File: src/rtl/fp_to_linear_pkg.sv
// ---------------------------------------------------------------------------
// fp_to_linear_pkg
//
// Shared definitions for the 8-bit float {S, E[2:0], F[3:0]} to 12-bit
// two's-complement linear decoder.
//
//   EXP_W   : exponent width
//   MAN_W   : significand width
//   OUT_W   : linear output width
//   MAX_MAG : largest decodable magnitude, ((2^MAN_W)-1) << ((2^EXP_W)-1)
//   state_t : decoder FSM states
// ---------------------------------------------------------------------------
package fp_to_linear_pkg;

    localparam int EXP_W = 3;
    localparam int MAN_W = 4;
    localparam int OUT_W = 12;

    // 15 << 7 = 1920. Fits in OUT_W-1 magnitude bits, so neither the shift
    // nor the negation can overflow and -2048 is never produced.
    localparam int MAX_MAG = ((1 << MAN_W) - 1) << ((1 << EXP_W) - 1);

    typedef enum logic [1:0] {
        IDLE  = 2'd0,
        SHIFT = 2'd1,
        DONE  = 2'd2
    } state_t;

endpackage : fp_to_linear_pkg

File: src/rtl/fp_to_linear_magnitude_to_twos_complement.sv
// ---------------------------------------------------------------------------
// magnitude_to_twos_complement
//
// Combinational conditional negate: turns an unsigned magnitude plus a sign
// flag into a W-bit two's-complement value (wrap arithmetic).
//
// Ports:
//   i_sign  : 1 = negate the magnitude
//   i_mag   : unsigned magnitude, W bits
//   o_value : two's-complement result, W bits
// ---------------------------------------------------------------------------
module magnitude_to_twos_complement #(
    parameter int W = 12
) (
    input  logic         i_sign,
    input  logic [W-1:0] i_mag,
    output logic [W-1:0] o_value
);

    logic [W-1:0] w_one;
    logic [W-1:0] w_negated;

    assign w_one     = {{(W-1){1'b0}}, 1'b1};
    // A zero magnitude negates back to zero, so a negative zero input
    // collapses to plain 0.
    assign w_negated = ~i_mag + w_one;
    assign o_value   = i_sign ? w_negated : i_mag;

endmodule : magnitude_to_twos_complement

File: src/rtl/fp_to_linear.sv
// ---------------------------------------------------------------------------
// fp_to_linear
//
// Iterative decoder from the 8-bit float {S, E, F} to OUT_W-bit two's-
// complement linear data: D = (-1)^S * F * 2^E. The significand is loaded
// into an accumulator and shifted left one bit per clock until the exponent
// counter reaches zero, then the sign is applied once on the way to DONE.
//
// Ports:
//   clk       : system clock, rising edge
//   rst_n     : asynchronous active-low reset
//   in_valid  : S/E/F valid this cycle
//   in_ready  : decoder idle and able to accept a new input
//   S, E, F   : sign, exponent, significand
//   out_valid : D holds a completed result
//   out_ready : downstream accepts D
//   D         : two's-complement linear result (held after the handshake)
//
// Timing: acceptance edge to first out_valid cycle is E+1 clocks; with
// out_ready tied high one conversion completes every E+3 clocks.
// ---------------------------------------------------------------------------
module fp_to_linear #(
    parameter int EXP_W = fp_to_linear_pkg::EXP_W,
    parameter int MAN_W = fp_to_linear_pkg::MAN_W,
    parameter int OUT_W = fp_to_linear_pkg::OUT_W
) (
    input  logic             clk,
    input  logic             rst_n,
    input  logic             in_valid,
    output logic             in_ready,
    input  logic             S,
    input  logic [EXP_W-1:0] E,
    input  logic [MAN_W-1:0] F,
    output logic             out_valid,
    input  logic             out_ready,
    output logic [OUT_W-1:0] D
);

    import fp_to_linear_pkg::state_t;
    import fp_to_linear_pkg::IDLE;
    import fp_to_linear_pkg::SHIFT;
    import fp_to_linear_pkg::DONE;

    // ------------------------------------------------------------------
    // State and datapath registers
    // ------------------------------------------------------------------
    state_t             r_state;
    logic [OUT_W-1:0]   r_acc;
    logic [EXP_W-1:0]   r_cnt;
    logic               r_sign;
    logic [OUT_W-1:0]   r_d;

    state_t             w_state_next;
    logic [OUT_W-1:0]   w_acc_next;
    logic [EXP_W-1:0]   w_cnt_next;
    logic               w_sign_next;
    logic [OUT_W-1:0]   w_d_next;

    logic [OUT_W-1:0]   w_f_ext;
    logic [OUT_W-1:0]   w_acc_shl;
    logic [EXP_W-1:0]   w_cnt_dec;
    logic [OUT_W-1:0]   w_signed_value;

    assign w_f_ext   = {{(OUT_W-MAN_W){1'b0}}, F};
    assign w_acc_shl = {r_acc[OUT_W-2:0], 1'b0};
    assign w_cnt_dec = r_cnt - {{(EXP_W-1){1'b0}}, 1'b1};

    // Sign is applied to the fully shifted magnitude in the SHIFT->DONE step.
    magnitude_to_twos_complement #(
        .W (OUT_W)
    ) u_negate (
        .i_sign  (r_sign),
        .i_mag   (r_acc),
        .o_value (w_signed_value)
    );

    // ------------------------------------------------------------------
    // Next-state and datapath logic
    // ------------------------------------------------------------------
    always_comb begin
        w_state_next = r_state;
        w_acc_next   = r_acc;
        w_cnt_next   = r_cnt;
        w_sign_next  = r_sign;
        w_d_next     = r_d;

        case (r_state)
            IDLE: begin
                // Inputs are captured only here; anything presented while
                // busy is dropped, there is no skid buffer.
                if (in_valid) begin
                    w_acc_next   = w_f_ext;
                    w_cnt_next   = E;
                    w_sign_next  = S;
                    w_state_next = SHIFT;
                end
            end

            SHIFT: begin
                if (r_cnt != '0) begin
                    w_acc_next = w_acc_shl;
                    w_cnt_next = w_cnt_dec;
                end else begin
                    w_d_next     = w_signed_value;
                    w_state_next = DONE;
                end
            end

            DONE: begin
                // Always pass through IDLE, so an in_valid coincident with
                // the output handshake is taken one cycle later.
                if (out_ready) begin
                    w_state_next = IDLE;
                end
            end

            default: begin
                w_state_next = IDLE;
            end
        endcase
    end

    // ------------------------------------------------------------------
    // Registers
    // ------------------------------------------------------------------
    always_ff @(posedge clk or negedge rst_n) begin
        if (!rst_n) begin
            r_state <= IDLE;
            r_acc   <= '0;
            r_cnt   <= '0;
            r_sign  <= 1'b0;
            r_d     <= '0;
        end else begin
            r_state <= w_state_next;
            r_acc   <= w_acc_next;
            r_cnt   <= w_cnt_next;
            r_sign  <= w_sign_next;
            r_d     <= w_d_next;
        end
    end

    // ------------------------------------------------------------------
    // Outputs
    // ------------------------------------------------------------------
    // The state register already sits in IDLE during reset; gating with
    // rst_n keeps upstream from seeing a ready while reset is held.
    assign in_ready  = rst_n && (r_state == IDLE);
    assign out_valid = (r_state == DONE);
    assign D         = r_d;

endmodule : fp_to_linear

File: config.mk
export PLATFORM = sky130hd
export DESIGN_NAME = fp_to_linear
export DESIGN_NICKNAME = d
export VERILOG_FILES = /design/src/rtl/fp_to_linear_pkg.sv /design/src/rtl/fp_to_linear_magnitude_to_twos_complement.sv /design/src/rtl/fp_to_linear.sv
export SDC_FILE = /design/constraint.sdc
export NUM_CORES = 1
export LEC_CHECK = 0
export BUFFER_PORTS_ARGS = -buffer_cell sky130_fd_sc_hd__buf_2
export CAP_MARGIN = 10
export CORE_AREA = 2 2 77 79
export CTS_BUF_LIST = sky130_fd_sc_hd__clkbuf_4 sky130_fd_sc_hd__clkbuf_8
export DETAILED_ROUTE_END_ITERATION = 10
export DIE_AREA = 0 0 79 81
export PLACE_DENSITY = 0.48
export SLEW_MARGIN = 0
export SYNTH_ARGS = -nofsm -noshare
export SYNTH_HDL_FRONTEND = slang
export SYNTH_SLANG_ARGS = --single-unit
File: constraint.sdc
create_clock -name clk -period 1.8 [get_ports clk]
set_input_delay 0.09 -clock clk [delete_from_list [all_inputs] [get_ports clk]]
set_output_delay 0.09 -clock clk [all_outputs]
set_load 0.01 [all_outputs]
* Yosys cells after proc, flatten, opt, wreduce, memory -nomap -nowiden
Index checks and enable logic that the tools add are counted.
Word-level totals: register bits 30, bits in latches 0, RAM bits 0, memory bits (read-only) 0, input port bits 12, output and inout port bits 14, memories kept 0
Operators by class: $add $sub $neg 2, multipliers 0, divide/modulo/power cells 0, magnitude comparators 0, equality and inequality tests 6, shift-type cells 0, mux-type cells 11, bitwise operators 2, reduce and logical (&&, ||, !) cells 8
Operators by type and width (number):
- 2-to-1 mux 12 bit | 3
- case mux 12 bit (2 select lines) | 1
- adder 12 x 1 -> 12 bit, second input constant | 1
- NOT 12 bit | 1
- 2-to-1 mux 2 bit | 3
- 2-to-1 mux 3 bit | 2
- != test 2 bit, second input constant | 3
- case mux 2 bit (3 select lines) | 1
- case mux 3 bit (2 select lines) | 1
- AND reduction 3 bit | 2
- AND reduction 2 bit | 2
- nonzero test 3 bit | 1
- subtractor 3 x 1 -> 3 bit, second input constant | 1
- equality test 2 x 1 -> 1 bit, second input constant | 1
- equality test 2 bit, second input constant | 1
- logical NOT 2 bit | 1
- != test 2 x 1 -> 1 bit, second input constant | 1
- nonzero test 2 bit | 1
- logical AND 1 bit | 1
- NOT 1 bit | 1

* Logic depth before layout (Yosys ltp)
Gate-level depths: netlist of run 1.
word-level depth 3, mapped depth 7, depth with buffers taken out 7

* Cells and area by module
From an unflattened synthesis of run 1, not the netlist that was laid out.
Second synthesis, totals: cell total of the unflattened synthesis 141, area total of the unflattened synthesis 1649.1 um^2
Modules (own cells, without submodules):
- fp_to_linear | times used 1, cells each 107, area each 1360.1 um^2
- magnitude_to_twos_complement | times used 1, cells each 34, area each 289.0 um^2

* Least setup slack after synthesis of run 1
Ideal clock, no wire load.
path kind flip-flop to flip-flop, start register r_cnt[0], end register r_acc[10], arrival 1379 ps, required time 1667 ps, path slack 287 ps, stages on the path, launching flop included 8, path buffers 1, cells stage by stage dfrtp_1 inv_1 ha_1 nor2b_1 a211o_1 clkbuf_1 nand2_1 o21ai_0
On the way: cells in the longest elaborated chain, start to end 3
Ends and longest elaborated chain:
- start: declaration | RTL line fp_to_linear.sv:49 | logic [EXP_W-1:0] r_cnt;
- start signal: assignment | RTL line fp_to_linear.sv:136 | r_cnt <= w_cnt_next;
- nonzero test 3 bit | RTL line fp_to_linear.sv:100 | if (r_cnt != '0) begin
- != test 2 bit (no line)
- AND reduction 3 bit (no line)
- end signal: assignment | RTL line fp_to_linear.sv:135 | r_acc <= w_acc_next;
- end: declaration | RTL line fp_to_linear.sv:48 | logic [OUT_W-1:0] r_acc;
No other way between the ends. A chain may end at the register's enable or synchronous reset.

* Final worst setup path of run 1
start register r_cnt[0], end register r_acc[6]
The elaborated chain is that of the path after synthesis.

==> results of run 1 <==
metrics by stage:
| stage | hold WS [ps] | util | setup WS [ps] |
|---|---|---|---|
| 6_report | 35.9 | 0.328 | 271 |
| 5_1_grt | 28.5 | 0.328 | 95.1 |
| 4_1_cts | 32.7 | 0.328 | 265 |
| 3_5_place_dp | 50.4 | 0.308 | 281 |
| 3_3_place_gp | 52.4 | 0.308 | 278 |
| 2_1_floorplan | -206 | - | 287 |
kinds of logic (layout without fill, tap and decap cells):
group           count (synthesis)  count (layout)
simple gates                   55              55
compound gates                 44              44
flops                          30              30
buf+inv                        17              51
xor+xnor                        9               9
mux                             6               6
fa+ha+maj                       3               3
critical path: cells and delay by family, from the launching register on:
kind                     cells  cell delay (ps)
adder cells (fa/ha/maj)      1              180
flip-flops                   1              350
buffers and inverters        2              250
AO/OA/AOI/OAI                2              420
AND/OR/NAND/NOR              2              200
sequential cells by signal (all words and copies together) (netlist names):
signal / flops
r_acc: 12
r_state: 2
r_sign: 1
D: 12
r_cnt: 3
path summary, 6_finish.rpt:
kind	start	endpoint	slack, ps	depth (start not counted)
setup / recovery	r_cnt[0]$_DFFE_PN0P_	r_acc[6]$_DFFE_PN0P_	270	7
hold / removal	S	r_sign$_DFFE_PN0P_	40	2
setup reg to reg	r_cnt[0]$_DFFE_PN0P_	r_acc[6]$_DFFE_PN0P_	270	7
hold reg to reg	D[11]$_DFFE_PN0P_	D[11]$_DFFE_PN0P_	470	1
max in group asynchronous	rst_n	r_state[0]$_DFFE_PN0P_	990	3
min in group asynchronous	rst_n	D[7]$_DFFE_PN0P_	270	2
cell usage in the layout (no fill, tap or decap), types with 5 or more instances in the layout:
cell type and n:
xnor2_1 7, o21ai_0 29, clkbuf_8 6, inv_1 7, nor2_1 5, dfrtp_1 30, mux2i_1 5, buf_2 25
a21oi_1 6, nand2_1 33, buf_4 8
final cells by class:
cell class	count	area share
clock buffers	7	0.0483
flip-flops and latches	30	0.403
clock inverters	1	0.00268
multi-input cells	117	0.370
inverters	8	0.0161
well taps	75	0.0503
repair buffers	35	0.110
where the power goes:
group          total (W)  internal (W)  switching (W)  leakage [nW]
logic            0.00162      0.000752       0.000866         0.439
registers        0.00122      0.000946       0.000274         0.387
clock network   0.000571      0.000323       0.000248        0.0517
total            0.00341       0.00202        0.00139         0.878
routing by layer:
metal / global-route usage / up-vias / share of wire
li1: - / 619 / -
met1: 0.135 / 525 / 0.49
met2: 0.169 / 24 / 0.45
met3: 0.0411 / 4 / 0.047
met4: 0.0466 / 0 / 0.013
met5: 0 / - / 0
==> flow_metrics.env, run 1 <==
export IMPL_synth_top_family_by_area="simple AND/OR/NAND/NOR gates"
export IMPL_ys_ff_latch=30
export IMPL_netlist_instances=164
export IMPL_worst_skew_pair_late_latency_ps=280
export IMPL_cts_buffers=5
export IMPL_synth_fa_ha_area_frac=0.0249
export IMPL_synth_area_per_cell_um2=9.21
export IMPL_leakage_nw=0.878
export IMPL_drc=0
export IMPL_maxCapViolCount=0
export IMPL_period_share=0.849
export IMPL_cts_buffer_depth=2
export IMPL_p_per_area_nw_per_um2=1830
export IMPL_hold_viol=0
export IMPL_power_w=0.00341
export IMPL_synthMuxAreaShare=0.0406
export IMPL_first_global_vias=1125
export IMPL_async_flop_share=1.00
export IMPL_cp_slowest_cell="dfrtp_1"
export IMPL_nNetsFinal=212
export IMPL_core_area_um2=5680
export IMPL_drive_gt1_frac=0.237
export IMPL_synthFlopType="dfrtp_1"
export IMPL_fin_crit_ps=1530
export IMPL_fin_skew_ps=5.26
export IMPL_via_per_inst=4.29
export IMPL_die_x_um=79
export IMPL_grt_pass1_wl_um=5280
export IMPL_antenna_left=0
export IMPL_drtPass1Iterations=4
export IMPL_grt_max_degree=25
export IMPL_gp_congestion=0.688
export IMPL_path_max_fanout=14
export IMPL_yosysMostFrequentCell="nand2_1"
export IMPL_design_area_um2=1860
export IMPL_start_util=0.266
export IMPL_hp_class="in -> reg"
export IMPL_vias=1172
export IMPL_postCtsSetupRepairBufs=0
export IMPL_area_growth_pct=23.4
export IMPL_dpl_cell_area_um2=1750
export IMPL_slew_headroom=0.733
export IMPL_htree_levels=2
export IMPL_fin_setup_tns_ps=0
export IMPL_max_vdd_ir_drop_mv=0.405
export IMPL_hold_buffers=2
export IMPL_synthTopCellsByCount="nand2_1, dfrtp_1, o21ai_0, inv_1, xnor2_1"
export IMPL_clock_sinks=30
export IMPL_synthSimpleGateAreaFrac=0.176
export IMPL_path_cells="inv_1 -> ha_1 -> nor2b_1 -> a211o_1 -> buf_4 -> nand2_1 -> o21ai_0"
export IMPL_dp_hpwl_um=2280
export IMPL_wl_per_cell_um=11.0
export IMPL_antenna_found_initial=0
export IMPL_rsz0062_at_grt="no"
export IMPL_ys_seq_area_frac=0.497
export IMPL_synth_edf_count=0
export IMPL_fillCellCount=627
export IMPL_synth_nets=179
export IMPL_end_kind="register"
export IMPL_drt_iter0_markers=56
export IMPL_cp_arrival_ps=1690
export IMPL_synth_top_area_frac=0.497
export IMPL_critPathLaunchType="register"
export IMPL_io_pin_count=26
export IMPL_clock_root_buffer="clkbuf_8"
export IMPL_diodes=0
export IMPL_placedCellCount=263
export IMPL_yosys_top_cells_area="dfrtp_1, o21ai_0, nand2_1"
export IMPL_die_y_um=81
export IMPL_multi_input_area_um2=689
export IMPL_port_buffers=25
export IMPL_ff_latch_area_um2=751
export IMPL_worstSetupPathType="reg -> reg"
export IMPL_cpPeakStageDelay_ps=350
export IMPL_fmax_mhz=654
export IMPL_ctsResizeCount=0
export IMPL_cts_tree="yes"
export IMPL_ys_types=31
export IMPL_synth_top_area_cell="dfrtp_1"
export IMPL_instances_no_fill=273
export IMPL_setup_viol=0
export IMPL_grt_total_usage=0.109
export IMPL_tightest_slew_ps=397
export IMPL_synth_area_um2=1510
export IMPL_grt_overflow=0
export IMPL_synth_compound_area_frac=0.162
export IMPL_status="finished, final reports clean"
export IMPL_synthXorXnorAreaFrac=0.0522
export IMPL_die_area_um2=6400
export IMPL_wirelength_um=3000
export IMPL_yosys_warnings=0
export IMPL_clk_pin_slew_ps=60
export IMPL_slew_viol_final=0
export IMPL_critPathRequiredTime_ps=1960
export IMPL_num_rows=28
(Power assumes the default switching activity.)
==> inputs of run 2 (changes only) <==
==> constraint.sdc (replaced) <==
create_clock -name clk -period 1.6 [get_ports clk]
set_input_delay 0.08 -clock clk [delete_from_list [all_inputs] [get_ports clk]]
set_output_delay 0.08 -clock clk [all_outputs]
set_load 0.01 [all_outputs]
==> flow_metrics.env, run 2 (same netlist as run 1, synthesis figures left out) <==
export IMPL_status="finished, final reports clean"
export IMPL_htree_levels=2
export IMPL_final_cell_mix="nand2_1, dfrtp_1, o21ai_0"
export IMPL_worst_r2r_path_depth=7
export IMPL_wirelength_um=3130
export IMPL_critPathLaunchType="register"
export IMPL_antenna_found_initial=0
export IMPL_grt_overflow=0
export IMPL_grt_pass1_wl_um=5450
export IMPL_drc=0
export IMPL_die_x_um=79
export IMPL_hp_class="in -> reg"
export IMPL_max_vdd_ir_drop_mv=0.437
export IMPL_drt_iter0_markers=58
export IMPL_r2r_slack_ps=120
export IMPL_path_max_fanout=18
export IMPL_start_util=0.266
export IMPL_vias=1243
export IMPL_fin_setup_tns_ps=0
export IMPL_antenna_left=0
export IMPL_slew_headroom=0.749
export IMPL_slew_viol_final=0
export IMPL_worstSetupPathType="reg -> reg"
export IMPL_tightest_slew_ps=376
export IMPL_leakage_nw=0.935
export IMPL_grt_max_degree=25
export IMPL_gp_congestion=0.692
export IMPL_clock_sinks=30
export IMPL_layout_cells_most_common="nand2_1"
export IMPL_p_per_area_nw_per_um2=2100
export IMPL_hold_start="S"
export IMPL_whs_ps=31.1
export IMPL_timing_rr_end="r_acc[10]$_DFFE_PN0P_"
export IMPL_setup_ws_ps=116
export IMPL_wl_per_cell_um=11.0
export IMPL_startpoint="r_cnt[0]$_DFFE_PN0P_"
export IMPL_setup_viol=0
export IMPL_hold_viol=0
export IMPL_die_y_um=81
export IMPL_cts_buffer_depth=2
export IMPL_worst_skew_pair_late_latency_ps=280
export IMPL_via_per_inst=4.39
export IMPL_holdPathStages=2
export IMPL_pre_cts_ws_ps=43.0
export IMPL_hold_end="r_sign$_DFFE_PN0P_"
export IMPL_grt_total_usage=0.113
export IMPL_drive_gt1_frac=0.274
export IMPL_rsz0062_at_grt="yes"
export IMPL_end_kind="register"
export IMPL_cts_tree="yes"
export IMPL_cts_buffers=5
export IMPL_fin_crit_ps=1480
export IMPL_area_growth_pct=29.5
export IMPL_fin_skew_ps=2.25
export IMPL_design_area_um2=1960
export IMPL_clock_root_buffer="clkbuf_8"
export IMPL_dpl_cell_area_um2=1800
export IMPL_maxCapViolCount=0
export IMPL_first_global_vias=1112
export IMPL_die_area_um2=6400
export IMPL_nNetsFinal=222
export IMPL_cp_arrival_ps=1650
export IMPL_fmax_mhz=674
export IMPL_worstReg2RegStart="r_cnt[0]$_DFFE_PN0P_"
export IMPL_core_area_um2=5680
export IMPL_diodes=0
export IMPL_num_rows=28
export IMPL_drtPass1Iterations=4
export IMPL_fillCellCount=614
export IMPL_dp_hpwl_um=2340
export IMPL_clk_pin_slew_ps=60
export IMPL_io_pin_count=26
export IMPL_critPathRequiredTime_ps=1760
export IMPL_port_buffers=25
export IMPL_period_share=0.927
## run 2: changes by cell type in the layout (fill, tap and decap cells not counted)
cell     previous run  this run
buf_4               8        16
o21ai_0            29        26
o21ai_1             2         5
buf_12              0         1
buf_6               0         1
## run 2: worst max-delay path, cell delays in order (launching register included)
cell and delay, ps:
dfrtp_1 350, inv_1 60, ha_1 180, nor2b_1 150, a211o_1 330, buf_6 180, nand2_1 60, o21ai_0 70
## run 2: report_power, final
part           switching [W]  leakage (nW)  internal, W  total [W]
Clock               0.000287        0.0517     0.000363   0.000651
Combinational        0.00108         0.496      0.00105    0.00213
Sequential          0.000252         0.387      0.00106    0.00132
Total                0.00162         0.935      0.00248    0.00410
## run 2: metal layers
| layer | global-route usage | wire (um) | vias up |
|---|---|---|---|
| met2 | 0.169 | 1420 | 22 |
| li1 | - | - | 638 |
| met3 | 0.0389 | 145 | 6 |
| met5 | 0 | 0 | - |
| met4 | 0.0569 | 68 | 0 |
| met1 | 0.145 | 1490 | 577 |
## run 2: area by class of cell
| type | instances | area [um2] | area share |
|---|---|---|---|
| Sequential cell | 30 | 751 | 0.384 |
| Multi-Input combinational cell | 117 | 689 | 0.353 |
| Timing Repair Buffer | 45 | 297 | 0.152 |
| Tap cell | 75 | 93.8 | 0.0480 |
| Clock buffer | 7 | 90.1 | 0.0461 |
| Inverter | 8 | 30.0 | 0.0154 |
| Clock inverter | 1 | 5.00 | 0.00256 |
## run 2: what timing repair did
item,CTS,global route
hold endpoints to repair,16,0
resized for setup,0,4
hold buffers,2,0
setup buffers,0,5
endpoints found under the setup margin,0,13
## run 2: through the flow
step / total power, W / cells / utilization
floorplan: 0.00267 / 164 / -
global placement: 0.00333 / 268 / 0.317
detailed placement: 0.00335 / 268 / 0.317
CTS: 0.00401 / 278 / 0.337
global route: 0.00454 / 283 / 0.345
finish: 0.00410 / 283 / 0.345
## run 2: worst max-delay path by stage
stage	to	slack, ps	depth (start not counted)
6_report	r_acc[10]$_DFFE_PN0P_	120	7
4_1_cts	r_acc[5]$_DFFE_PN0P_	30	7
3_5_place_dp	r_acc[5]$_DFFE_PN0P_	40	7
5_1_grt	r_cnt[1]$_DFFE_PN0P_	-30	7
3_3_place_gp	r_acc[5]$_DFFE_PN0P_	70	7
2_1_floorplan	r_acc[10]$_DFFE_PN0P_	90	7
